==> config.mk <==
export PLATFORM = sky130hd
export DESIGN_NAME = uart_fifo_drain
export DESIGN_NICKNAME = d
export VERILOG_FILES = /design/src/rtl/uart_drain_pkg.sv /design/src/rtl/edge_detect_rise.sv /design/src/rtl/uart_fifo_drain.sv
export SDC_FILE = /design/constraint.sdc
export NUM_CORES = 1
export LEC_CHECK = 0
export BUFFER_PORTS_ARGS = -buffer_cell sky130_fd_sc_hd__buf_2
export CAP_MARGIN = 0
export CORE_UTILIZATION = 49
export CTS_BUF_LIST = sky130_fd_sc_hd__clkbuf_4
export DETAILED_ROUTE_END_ITERATION = 8
export HOLD_SLACK_MARGIN = 0.12
export PLACE_DENSITY = 0.78
export SLEW_MARGIN = 10
export SYNTH_ARGS = -nofsm -noshare
export SYNTH_HDL_FRONTEND = slang
export SYNTH_SLANG_ARGS = --single-unit
==> constraint.sdc <==
create_clock -name clk -period 2.1 [get_ports clk]
set_input_delay 0.105 -clock clk [delete_from_list [all_inputs] [get_ports clk]]
set_output_delay 0.105 -clock clk [all_outputs]
set_load 0.05 [all_outputs]
==> src/rtl/uart_drain_pkg.sv <==
// Shared types and constants for the UART-side FIFO burst drainer.
package uart_drain_pkg;

  localparam int unsigned STATE_W = 3;
  localparam int unsigned WORD_W  = 16;
  localparam int unsigned BYTE_W  = 8;
  localparam int unsigned UPR_W   = 8;
  localparam int unsigned CH_W    = 2;

  typedef logic [STATE_W-1:0] state_t;

  localparam state_t S_IDLE = 3'd0;
  localparam state_t S_HDR  = 3'd1;
  localparam state_t S_RD   = 3'd2;
  localparam state_t S_LAT  = 3'd3;
  localparam state_t S_HI   = 3'd4;
  localparam state_t S_LO   = 3'd5;
  localparam state_t S_DONE = 3'd6;

  localparam int unsigned UART_CH_MAX   = 3;
  localparam int unsigned BURST_LEN_DEF = 1024;
  localparam logic [3:0]  HDR_TAG_DEF   = 4'hA;

endpackage

==> src/rtl/edge_detect_rise.sv <==
// Registered rising-edge detector; stays quiet on the first cycle after reset
// so a level already high at reset release is not reported as an edge.
module edge_detect_rise (
  input  logic clk,
  input  logic rst_n,
  input  logic d_i,
  output logic rise_o
);

  logic arm_q;
  logic prev_q;
  logic rise_q;

  always_ff @(posedge clk or negedge rst_n) begin
    if (!rst_n) begin
      arm_q  <= 1'b0;
      prev_q <= 1'b0;
      rise_q <= 1'b0;
    end else begin
      arm_q  <= 1'b1;
      prev_q <= d_i;
      rise_q <= arm_q & d_i & ~prev_q;
    end
  end

  assign rise_o = rise_q;

endmodule

==> src/rtl/uart_fifo_drain.sv <==
// Drains one burst from the UART-routed FIFO: a header byte, then each word
// high byte first, with abort when the channel select moves away.
module uart_fifo_drain
  import uart_drain_pkg::*;
#(
  parameter int unsigned BURST_LEN = BURST_LEN_DEF,
  parameter logic [3:0]  HDR_TAG   = HDR_TAG_DEF
) (
  input  logic              clk,
  input  logic              rst,
  input  logic [UPR_W-1:0]  upr,
  input  logic              fifo_full_uart,
  input  logic [WORD_W-1:0] uart_out,
  input  logic              drain_req,
  input  logic              tx_ready,
  output logic              uart_fifo_rd_en,
  output logic [BYTE_W-1:0] tx_data,
  output logic              tx_valid,
  output logic              busy,
  output logic              done,
  output logic              abort,
  output logic [WORD_W-1:0] words_sent
);

  state_t            state_q, state_d;
  logic [CH_W-1:0]   ch_q, ch_d;
  logic [WORD_W-1:0] word_q, word_d;
  logic [WORD_W-1:0] words_q, words_d;
  logic              busy_q, busy_d;
  logic              done_q, done_d;
  logic              abort_q, abort_d;

  logic full_rise;
  logic ch_valid;
  logic abort_hit;
  logic xfer;
  logic last_word;

  edge_detect_rise u_full_edge (
    .clk    (clk),
    .rst_n  (rst),
    .d_i    (fifo_full_uart),
    .rise_o (full_rise)
  );

  assign ch_valid  = (upr <= UPR_W'(UART_CH_MAX));
  assign abort_hit = (state_q != S_IDLE) && (upr != UPR_W'(ch_q));
  assign xfer      = tx_valid & tx_ready;
  assign last_word = ((32'(words_q) + 32'd1) == BURST_LEN);

  // Next-state and datapath update; abort overrides any transfer-driven move.
  always_comb begin
    state_d = state_q;
    ch_d    = ch_q;
    word_d  = word_q;
    words_d = words_q;
    busy_d  = busy_q;
    done_d  = 1'b0;
    abort_d = 1'b0;

    if (abort_hit) begin
      state_d = S_IDLE;
      abort_d = 1'b1;
      busy_d  = 1'b0;
      if ((state_q == S_LO) && xfer) begin
        words_d = words_q + 16'd1;
      end
    end else begin
      case (state_q)
        S_IDLE: begin
          if (ch_valid && (drain_req || full_rise)) begin
            state_d = S_HDR;
            ch_d    = upr[CH_W-1:0];
            words_d = '0;
            busy_d  = 1'b1;
          end
        end
        S_HDR: begin
          if (xfer) state_d = S_RD;
        end
        S_RD: begin
          state_d = S_LAT;
        end
        S_LAT: begin
          word_d  = uart_out;
          state_d = S_HI;
        end
        S_HI: begin
          if (xfer) state_d = S_LO;
        end
        S_LO: begin
          if (xfer) begin
            words_d = words_q + 16'd1;
            if (last_word) begin
              state_d = S_DONE;
              busy_d  = 1'b0;
              done_d  = 1'b1;
            end else begin
              state_d = S_RD;
            end
          end
        end
        S_DONE: begin
          state_d = S_IDLE;
        end
        default: begin
          state_d = S_IDLE;
          busy_d  = 1'b0;
        end
      endcase
    end
  end

  always_ff @(posedge clk or negedge rst) begin
    if (!rst) begin
      state_q <= S_IDLE;
      ch_q    <= '0;
      word_q  <= '0;
      words_q <= '0;
      busy_q  <= 1'b0;
      done_q  <= 1'b0;
      abort_q <= 1'b0;
    end else begin
      state_q <= state_d;
      ch_q    <= ch_d;
      word_q  <= word_d;
      words_q <= words_d;
      busy_q  <= busy_d;
      done_q  <= done_d;
      abort_q <= abort_d;
    end
  end

  // Byte and strobe decode from the state register; the strobe is suppressed
  // in an abort cycle so a cancelled burst never pops the FIFO.
  always_comb begin
    tx_valid        = 1'b0;
    tx_data         = '0;
    uart_fifo_rd_en = 1'b0;
    case (state_q)
      S_HDR: begin
        tx_valid = 1'b1;
        tx_data  = {HDR_TAG, 2'b00, ch_q};
      end
      S_RD: begin
        uart_fifo_rd_en = ~abort_hit;
      end
      S_HI: begin
        tx_valid = 1'b1;
        tx_data  = word_q[15:8];
      end
      S_LO: begin
        tx_valid = 1'b1;
        tx_data  = word_q[7:0];
      end
      default: begin
        tx_valid = 1'b0;
      end
    endcase
  end

  assign busy       = busy_q;
  assign done       = done_q;
  assign abort      = abort_q;
  assign words_sent = words_q;

endmodule

Word-level counts from Yosys, hierarchy flattened:

Cells that the tools add are included.

* output and inout bits: 29
* register bits after elaboration: 43
* bits of input ports: 29
* word-level logic and storage cells: 72

* add/sub/neg operators: 2
* $lt $le $gt $ge: 1
* bitwise operators: 5
* reductions and logical operators: 14
* eq/ne operators: 15
* muxes and demuxes: 25

Operators with widths (number)
* $mux 16: 4
* $pmux 16 s2: 1
* $pmux 8 s3: 1
* $mux 3: 6
* $pmux 3 s6: 1
* $add 16x1->17 const B: 1
* $eq 17x11->1 const B: 1
* $add 16x1->16 const B: 1
* $ne 3x3->1 const B: 5
* $reduce_and 4->1: 3
* $mux 1: 11
* $eq 3x3->1 const B: 3
* $le 8x2->1 const B: 1
* $ne 8x2->1: 1
* $eq 3x2->1 const B: 2
* $reduce_bool 3->1: 2
* $reduce_or 5->1: 1
* $ne 2x1->1 const B: 2
* $and 1x1->1: 3
* $eq 3x1->1 const B: 1
* $logic_and 1x1->1: 3
* $logic_not 3->1: 1
* $pmux 1 s3: 1
* $reduce_and 3->1: 1
* other kinds (4): 5

Depth between registers and ports, before layout:

Gate-level depths: netlist of the first run.

* word-level depth: 7
* depth in mapped cells: 7
* gate-level depth less buffers: 7

Modules after synthesis:

From an unflattened synthesis of the first run, not the netlist that was laid out.

* cell total of the unflattened synthesis: 235
* area total of the unflattened synthesis: 2334.7 sq um

By module, submodules not included
* uart_fifo_drain: area each 2247.2 sq um, instances 1, cells each 230
* edge_detect_rise: area each 87.6 sq um, instances 1, cells each 5

Least setup slack after synthesis of the first run:

Ideal clock, no wire load.

* path kind: reg-to-reg
* start point: register words_q[0] (netlist: words_sent[0])
* end point: register state_q[2]
* cell stages (with the launch flop): 8
* library setup time: 0.077 ns
* buffers on the path: 0
* setup slack: -0.380 ns
* data arrival time: 2.403 ns
* data required time: 2.023 ns
* path through: dfrtp_1 ha_1 nand3_1 nor3b_1 mux2_2 o22ai_1 nand4_1 a21oi_1

* longest elaborated chain between the ends: 6

Ends and longest elaborated chain
* start: declaration: RTL line uart_fifo_drain.sv:28 `logic [WORD_W-1:0] words_q, words_d;`
* start signal: assignment: RTL line uart_fifo_drain.sv:127 `words_q <= words_d;`
* $add 16x1->17: RTL line uart_fifo_drain.sv:49 `assign last_word = ((32'(words_q) + 32'd1) == BURST_LEN);`
* $eq 17x11->1: RTL line uart_fifo_drain.sv:49
* $mux 3: RTL line uart_fifo_drain.sv:94 `if (last_word) begin`
* $mux 3: RTL line uart_fifo_drain.sv:92 `if (xfer) begin`
* $pmux 3 s6: RTL line uart_fifo_drain.sv:69 `case (state_q)`
* $mux 3: RTL line uart_fifo_drain.sv:61 `if (abort_hit) begin`
* end signal: assignment: RTL line uart_fifo_drain.sv:124 `state_q <= state_d;`
* end: declaration: RTL line uart_fifo_drain.sv:25 `state_t state_q, state_d;`

Every way passes these cells. The select of a mux whose other input is x is not followed.
A chain may end at the register's enable or synchronous reset.

Worst setup path in the final report of the first run:

* start point: register ch_q[1]
* end point: output port uart_fifo_rd_en

* longest elaborated chain between the ends: 4

Ends and longest elaborated chain
* start: declaration: RTL line uart_fifo_drain.sv:26 `logic [CH_W-1:0] ch_q, ch_d;`
* start signal: assignment: RTL line uart_fifo_drain.sv:125 `ch_q <= ch_d;`
* $ne 8x2->1: RTL line uart_fifo_drain.sv:47 `assign abort_hit = (state_q != S_IDLE) && (upr != UPR_W'(ch_q));`
* $logic_and 1x1->1: RTL line uart_fifo_drain.sv:47
* $not 1->1 (no line)
* $mux 1: RTL line uart_fifo_drain.sv:140 `case (state_q)`
* end: declaration: RTL line uart_fifo_drain.sv:16 `output logic uart_fifo_rd_en,`

Every way passes these cells.

==> results of run 1 <==
-- state kept, by name, indices dropped and copies added (netlist names) --
register            flops
u_full_edge.rise_o      1
words_sent             16
abort                   1
state_q                 3
done                    1
u_full_edge.arm_q       1
ch_q                    2
u_full_edge.prev_q      1
busy                    1
word_q                 16
-- cell type report --
cell class                      count  share of cell area (%)
Timing Repair Buffer               99                    21.9
Tap cell                           52                    2.12
Inverter                            2                   0.244
Multi-Input combinational cell    183                    38.3
Clock buffer                        6                    1.47
Sequential cell                    43                    35.5
Clock inverter                      2                   0.448
-- stage by stage --
stage / area (sq um) / power [mW]
after floorplan: 2330 / 0.919
after global placement: 2740 / 0.975
after detailed placement: 2740 / 0.977
after CTS: 3020 / 1.42
after global routing: 3070 / 1.47
final: 3070 / 1.42
-- cells in the final DEF, fill, tap and decap left out, drive strengths merged, types with 3 or more instances in the layout --
cell type and count:
o21ai 26, and3 3, mux2i 6, a21oi 13
nand2 21, nand4 7, a31oi 8, nor2 33
mux2 20, dfrtp 43, nand3 8, buf 78
dlygate4sd3 21, nor3 4, nor4 3, clkbuf 6
-- how the worst max path moves through the flow --
stage                      endpoint  slack, ns
detailed placement       word_q[15]     -0.006
finish              uart_fifo_rd_en       0.07
floorplan                word_q[10]      -0.07
CTS                      state_q[2]      0.002
global placement          word_q[3]       0.02
global route             state_q[2]      0.003
-- power groups by stage --
stage	combinational [mW]	clock [mW]	sequential [mW]
5_1_grt	0.154	0.459	0.856
2_1_floorplan	0.0326	0	0.887
3_5_place_dp	0.107	0	0.870
4_1_cts	0.137	0.431	0.854
6_report	0.142	0.423	0.853
3_3_place_gp	0.105	0	0.870
-- per-layer routing --
layer	wire (microns)	track usage [%]
met2	2770	40.4
met5	0	0
met3	278	4.33
met4	99	8.22
met1	2410	31.4
-- synth_stat cells (2+ instances only) --
| master | instances | area (sq um) |
|---|---|---|
| a21o_1 | 2 | 15.0 |
| a21oi_1 | 13 | 65.1 |
| a221oi_1 | 2 | 17.5 |
| a31oi_1 | 8 | 50.1 |
| and3_1 | 3 | 18.8 |
| and4_1 | 2 | 17.5 |
| clkbuf_1 | 11 | 41.3 |
| dfrtp_1 | 43 | 1080 |
| inv_1 | 2 | 7.51 |
| mux2_2 | 20 | 225 |
| mux2i_1 | 6 | 60.1 |
| nand2_1 | 21 | 78.8 |
| nand3_1 | 8 | 40.0 |
| nand4_1 | 7 | 43.8 |
| nor2_1 | 33 | 124 |
| nor3_1 | 3 | 15.0 |
| nor4_1 | 3 | 18.8 |
| o21ai_0 | 26 | 130 |
| o22ai_1 | 2 | 12.5 |
| o31ai_1 | 2 | 15.0 |
| or2_2 | 2 | 12.5 |
| xnor2_1 | 2 | 17.5 |
| xor2_1 | 2 | 17.5 |
-- logic make-up (layout without fill, tap and decap cells) --
logic type	after synthesis	in the layout
fa+ha+maj	1	1
flops	43	43
buf+inv	16	109
compound gates	61	61
xor+xnor	4	4
simple gates	90	90
mux	26	26
other cells	1	1
-- critical path, cell delays in order (launching register included) --
cell	delay, ns
dfrtp_1	0.42
xor2_1	0.18
or4_4	0.51
buf_4	0.18
nor2_2	0.11
buf_6	0.16
-- repair_timing --
item,in CTS,in global routing
resized for setup,1,6
hold endpoints to repair,64,0
setup endpoints to repair,3,5
buffers inserted,2,3
pin swaps,0,1
hold buffers,21,0
==> impl_metrics.yaml, run 1 <==
outcome:
  status: "finished clean"
setup_path:
  critPathLaunchType: "flop"
  crit_fanout: 6
  cp-startpoint: "ch_q[1]"
  regToRegStartpoint: "words_sent[0]"
  required_ns: 2.00
  path_class: "flop to output pin"
  r2r_end: "state_q[2]"
  critPathArrivalTime_ns: 1.93
  r2r_cells: 7
  rrSetupSlack_ns: 0.11
  endpoint_kind: "output pin"
synth:
  yosysWarnings: 0
  synth_adder_area_share_pct: 0.548
  ys_ff_latch: 43
  synth_top_family_by_area: "simple AND/OR/NAND/NOR gates"
  synth_mux_area_share_pct: 12.5
  synth_cell_types: 42
  synth_xor_area_share_pct: 1.53
  synthFlopType: "dfrtp_1"
  synth_area_sq_mm: 0.00228
  syn_inst: 242
  synth_nets: 272
  synth_simple_gate_area_share_pct: 19.2
  synth_seq_area_share_pct: 47.1
  synth-compound-area-share_pct: 15.8
  async_flop_share_pct: 100
  synth_edf_count: 0
  syn_avg_cell_area_sq_um: 9.44
place:
  io_buffers: 57
  gp_congestion: 0.842
  hpwl_mm: 3.62
  dp_worst_setup_slack_ns: -0.00635
  dp.cells: 353
worst_hold_path:
  hp-start: "upr[7]"
  holdCritPathClass: "input port to flop"
  min_to: "abort"
  whs_path_depth: 5
finish:
  final_util_pct: 69.6
  n_fill_cell: 334
  drive_gt1_share_pct: 38.2
  antenna_cells: 0
  layoutNonFillerInstCount: 387
  syn_to_final_growth_pct: 34.4
  final-seq-area_sq_mm: 0.00109
  final_nets: 364
  multi_input_area_sq_mm: 0.00118
detailed_routing:
  wl_mm: 5.57
  first_iter_violations: 177
  drc: 0
  drtAntennaViolNets: 0
  vias_per_cell: 5.69
  vias: 2203
  wl_per_cell_microns: 14.4
  dr.pass1.iters: 4
clock_network:
  clk_path_buf_depth: 2
  root_buffer: "clkbuf_4"
  cts.sinks: 43
  cts_made_buffers: 5
  path_clk_slew_ns: 0.13
  clock_latency_ns: 0.37
  tritoncts: "built"
  htree_num_levels: 2
power_and_ir_drop:
  p_leak_nw: 1.44
  pwr-share-clk_pct: 29.9
  intPower_mw: 1.06
  netSwitchingPower_mw: 0.361
  power.density_mw_per_mm2: 462
  ir_worst_vdd_mv: 0.342
  seq_power_share_pct: 60.2
  switching_share_pct: 25.5
  pwr-share-comb_pct: 10.0
floorplanning:
  pin_count: 58
  fp-row-count: 24
  die_w_microns: 70.3
  core_area_sq_mm: 0.00441
  fp.dieH_microns: 70.3
  die_area_sq_mm: 0.00494
  initial_core_util_pct: 51.8
sta:
  max_slew_margin_pct: 37.6
  clock_skew_ns: 0.0154
  final_hold_viol_count: 0
  fin_tns_setup_ns: 0
  slew_viol_final: 0
  rsz0062_at_grt: "no"
  fmax_ghz: 0.492
  fin_crit_sh_pct: 96.9
  worstMarginPinSlew_ns: 0.935
  final.min_clock_period_ns: 2.03
  setup_violations: 0
  fin_ws_ns: 0.0658
  holdWs_ns: 0.289
global_route:
  antenna_found_initial: 0
  grt_max_degree: 44
  grt_overflow: 0
  grt_pass1_vias: 2048
  grt_pass1_wl_mm: 9.43
  grtUsageTotal_pct: 24.1
run:
  maxCapViolCount: 0
No activity file was read; power rests on OpenSTA's default activity.
==> run 2, diff against run 1 <==
ABC_AREA = 1   (was unset)
CORE_UTILIZATION = 50   (was 49)
PLACE_DENSITY = 0.79   (was 0.78)
SKIP_CTS_REPAIR_TIMING = 1   (was unset)
==> run 2 against run 1 <==
Effect of this change: area after synthesis up 2.9%; wire length up 5.9%; synthesized cell count up 21%; largest cell class unchanged; die area up 0.81%; global-route usage down 1.6 points; design area down 1.1%; the run now ends with DRC left; clock skew down 0.0013 ns; first-iteration DRC count up 29%; critical path type unchanged.
==> impl_metrics.yaml, run 2 <==
finish:
  n_fill_cell: 350
  final_common_cell: "nand2_1"
  final_area_sq_mm: 0.00304
  layoutNonFillerInstCount: 433
  final_nets: 410
  antenna_cells: 0
  syn_to_final_growth_pct: 29.2
  final_cell_mix: "nand2_1 (85), buf_2 (57), dfrtp_1 (42), nor2_1 (35), inv_1 (25)"
  final_util_pct: 68.3
  drive_gt1_share_pct: 27.0
sta:
  fin_ws_ns: 0.155
  holdWs_ns: 0.172
  fin_tns_setup_ns: 0
  rsz0062_at_grt: "no"
  clock_skew_ns: 0.0141
  fmax_ghz: 0.514
  worstMarginPinSlew_ns: 0.948
  setup_violations: 0
  final_hold_viol_count: 0
  final.min_clock_period_ns: 1.94
  max_slew_margin_pct: 36.8
  fin_crit_sh_pct: 92.6
  slew_viol_final: 0
synth:
  syn_avg_cell_area_sq_um: 8.05
  netlist_top_cells_count: "nand2_1 (85), dfrtp_1 (43), nor2_1 (36)"
  synth_top_area_share_pct: 45.8
  async_flop_share_pct: 100
  synth.most_common_cell: "nand2_1"
  synth_area_leaders: "dfrtp_1 (46%), nand2_1 (14%), mux2_2 (8.1%), nor2_1 (5.7%), nand3_1 (4.0%)"
  synth_edf_count: 0
  yosysWarnings: 0
  ys_ff_latch: 43
  syn_inst: 292
  synth_nets: 322
  synth_seq_area_share_pct: 45.8
  synthFlopType: "dfrtp_1"
  synth_top_cell_by_area: "dfrtp_1"
  synth_cell_types: 30
  synth_area_sq_mm: 0.00235
detailed_routing:
  vias_per_cell: 5.36
  wl_per_cell_microns: 13.6
  wl_mm: 5.89
  dr.pass1.iters: 7
  drc: 7
  vias: 2319
  first_iter_violations: 229
  drtAntennaViolNets: 0
setup_path:
  cpMaxStageDelayCell: "dfrtp_1"
  required_ns: 2.00
  path_class: "flop to output pin"
  crit_fanout: 9
  endpoint_kind: "output pin"
  critPathTopFamily: "flip-flops"
  crit_chain: "nor2_1 > nand2_1 > clkinv_1 > a221o_1 > buf_2"
  critPathLaunchType: "flop"
  critPathArrivalTime_ns: 1.84
  slowest_delay_ns: 0.47
  critPathBufInv: 2
clock_network:
  clk_path_buf_depth: 2
  tritoncts: "built"
  cts_made_buffers: 5
  cts.sinks: 43
  clock_latency_ns: 0.35
  htree_num_levels: 2
  path_clk_slew_ns: 0.14
  root_buffer: "clkbuf_4"
worst_hold_path:
  holdCritPathClass: "input port to flop"
floorplanning:
  die_area_sq_mm: 0.00498
  pin_count: 58
  fp.dieH_microns: 70.6
  core_area_sq_mm: 0.00444
  die_w_microns: 70.6
  initial_core_util_pct: 52.9
  fp-row-count: 24
outcome:
  violations: "DRC"
  status: "finished, violations left"
global_route:
  grt_pass1_vias: 2012
  grtUsageTotal_pct: 22.6
  grt_overflow: 0
  grt_max_degree: 44
  grt_pass1_wl_mm: 8.85
  antenna_found_initial: 0
place:
  hpwl_mm: 3.87
  io_buffers: 57
  dp_worst_setup_slack_ns: 0.252
  post_dp_cell_area_sq_mm: 0.00271
  dp.cells: 402
  gp_congestion: 0.890
run:
  maxCapViolCount: 0
power_and_ir_drop:
  p_leak_nw: 1.53
  finalPower_mw: 2.07
  power.density_mw_per_mm2: 682
  ir_worst_vdd_mv: 0.407
==> run 2: changes by cell type after synthesis, sizes merged, moves of 6 or more <==
cell    delta
nand2     +67
inv       +26
nand3     +12
o21ai     -12
clkbuf    -11
a21oi     -10
a31oi      -8
nor2       +8
mux2i      -6
==> run 2: worst register-to-register path, stage by stage (launching register included) <==
cell	delay (ns)
dfrtp_1	0.45
inv_1	0.09
nand2_1	0.08
nor2_1	0.17
inv_2	0.07
nor2_1	0.20
inv_1	0.06
nand3_1	0.08
nand3_2	0.18
inv_2	0.24
o22ai_1	0.10
==> run 2: per-layer routing <==
| metal | wire, microns | global-route usage (%) | vias to the layer above |
|---|---|---|---|
| met3 | 243 | 5.41 | 11 |
| met5 | 0 | 0 | - |
| met4 | 108 | 8.44 | 0 |
| met2 | 2920 | 34.7 | 79 |
| li1 | - | - | 1137 |
| met1 | 2630 | 31.3 | 1092 |
==> run 2: cells by family (layout without fill, tap and decap cells) <==
family	count (synthesis)	in the layout	share of synthesized area, %
and+or+nand+nor	166	166	31.2
DFF	43	43	45.8
AOI/OAI and AO/OA	31	31	8.36
buffers and inverters	31	120	5.06
muxes	17	17	8.14
xor gates and xnor gates	2	2	0.745
adders and majority gates	1	1	0.532
other	1	1	0.160
==> run 2: final timing paths <==
kind                                    start                  to  slack [ns]  depth (start not counted)
max                                state_q[0]          tx_data[5]        0.16                          5
min                                    upr[6]             ch_q[0]        0.17                          6
max reg2reg                        state_q[1]       words_sent[8]        0.26                         10
min reg2reg                u_full_edge.prev_q  u_full_edge.rise_o        0.39                          1
max in group asynchronous                 rst       words_sent[0]        1.01                          2
min in group asynchronous                 rst       words_sent[6]        0.44                          2
==> run 2: final cells by class <==
type	instances	area [sq um]	share of cell area [%]
clock buffer	5	37.5	1.24
clock inverter	3	43.8	1.44
inverter	29	109	3.58
multi-input combinational	218	1170	38.6
sequential	43	1080	35.5
tap	52	65.1	2.14
timing repair buffer	83	533	17.6
==> run 2: power by group <==
part / switching [mW] / internal, mW
Combinational: 0.462 / 0.179
Clock: 0.281 / 0.251
Sequential: 0.0324 / 0.868
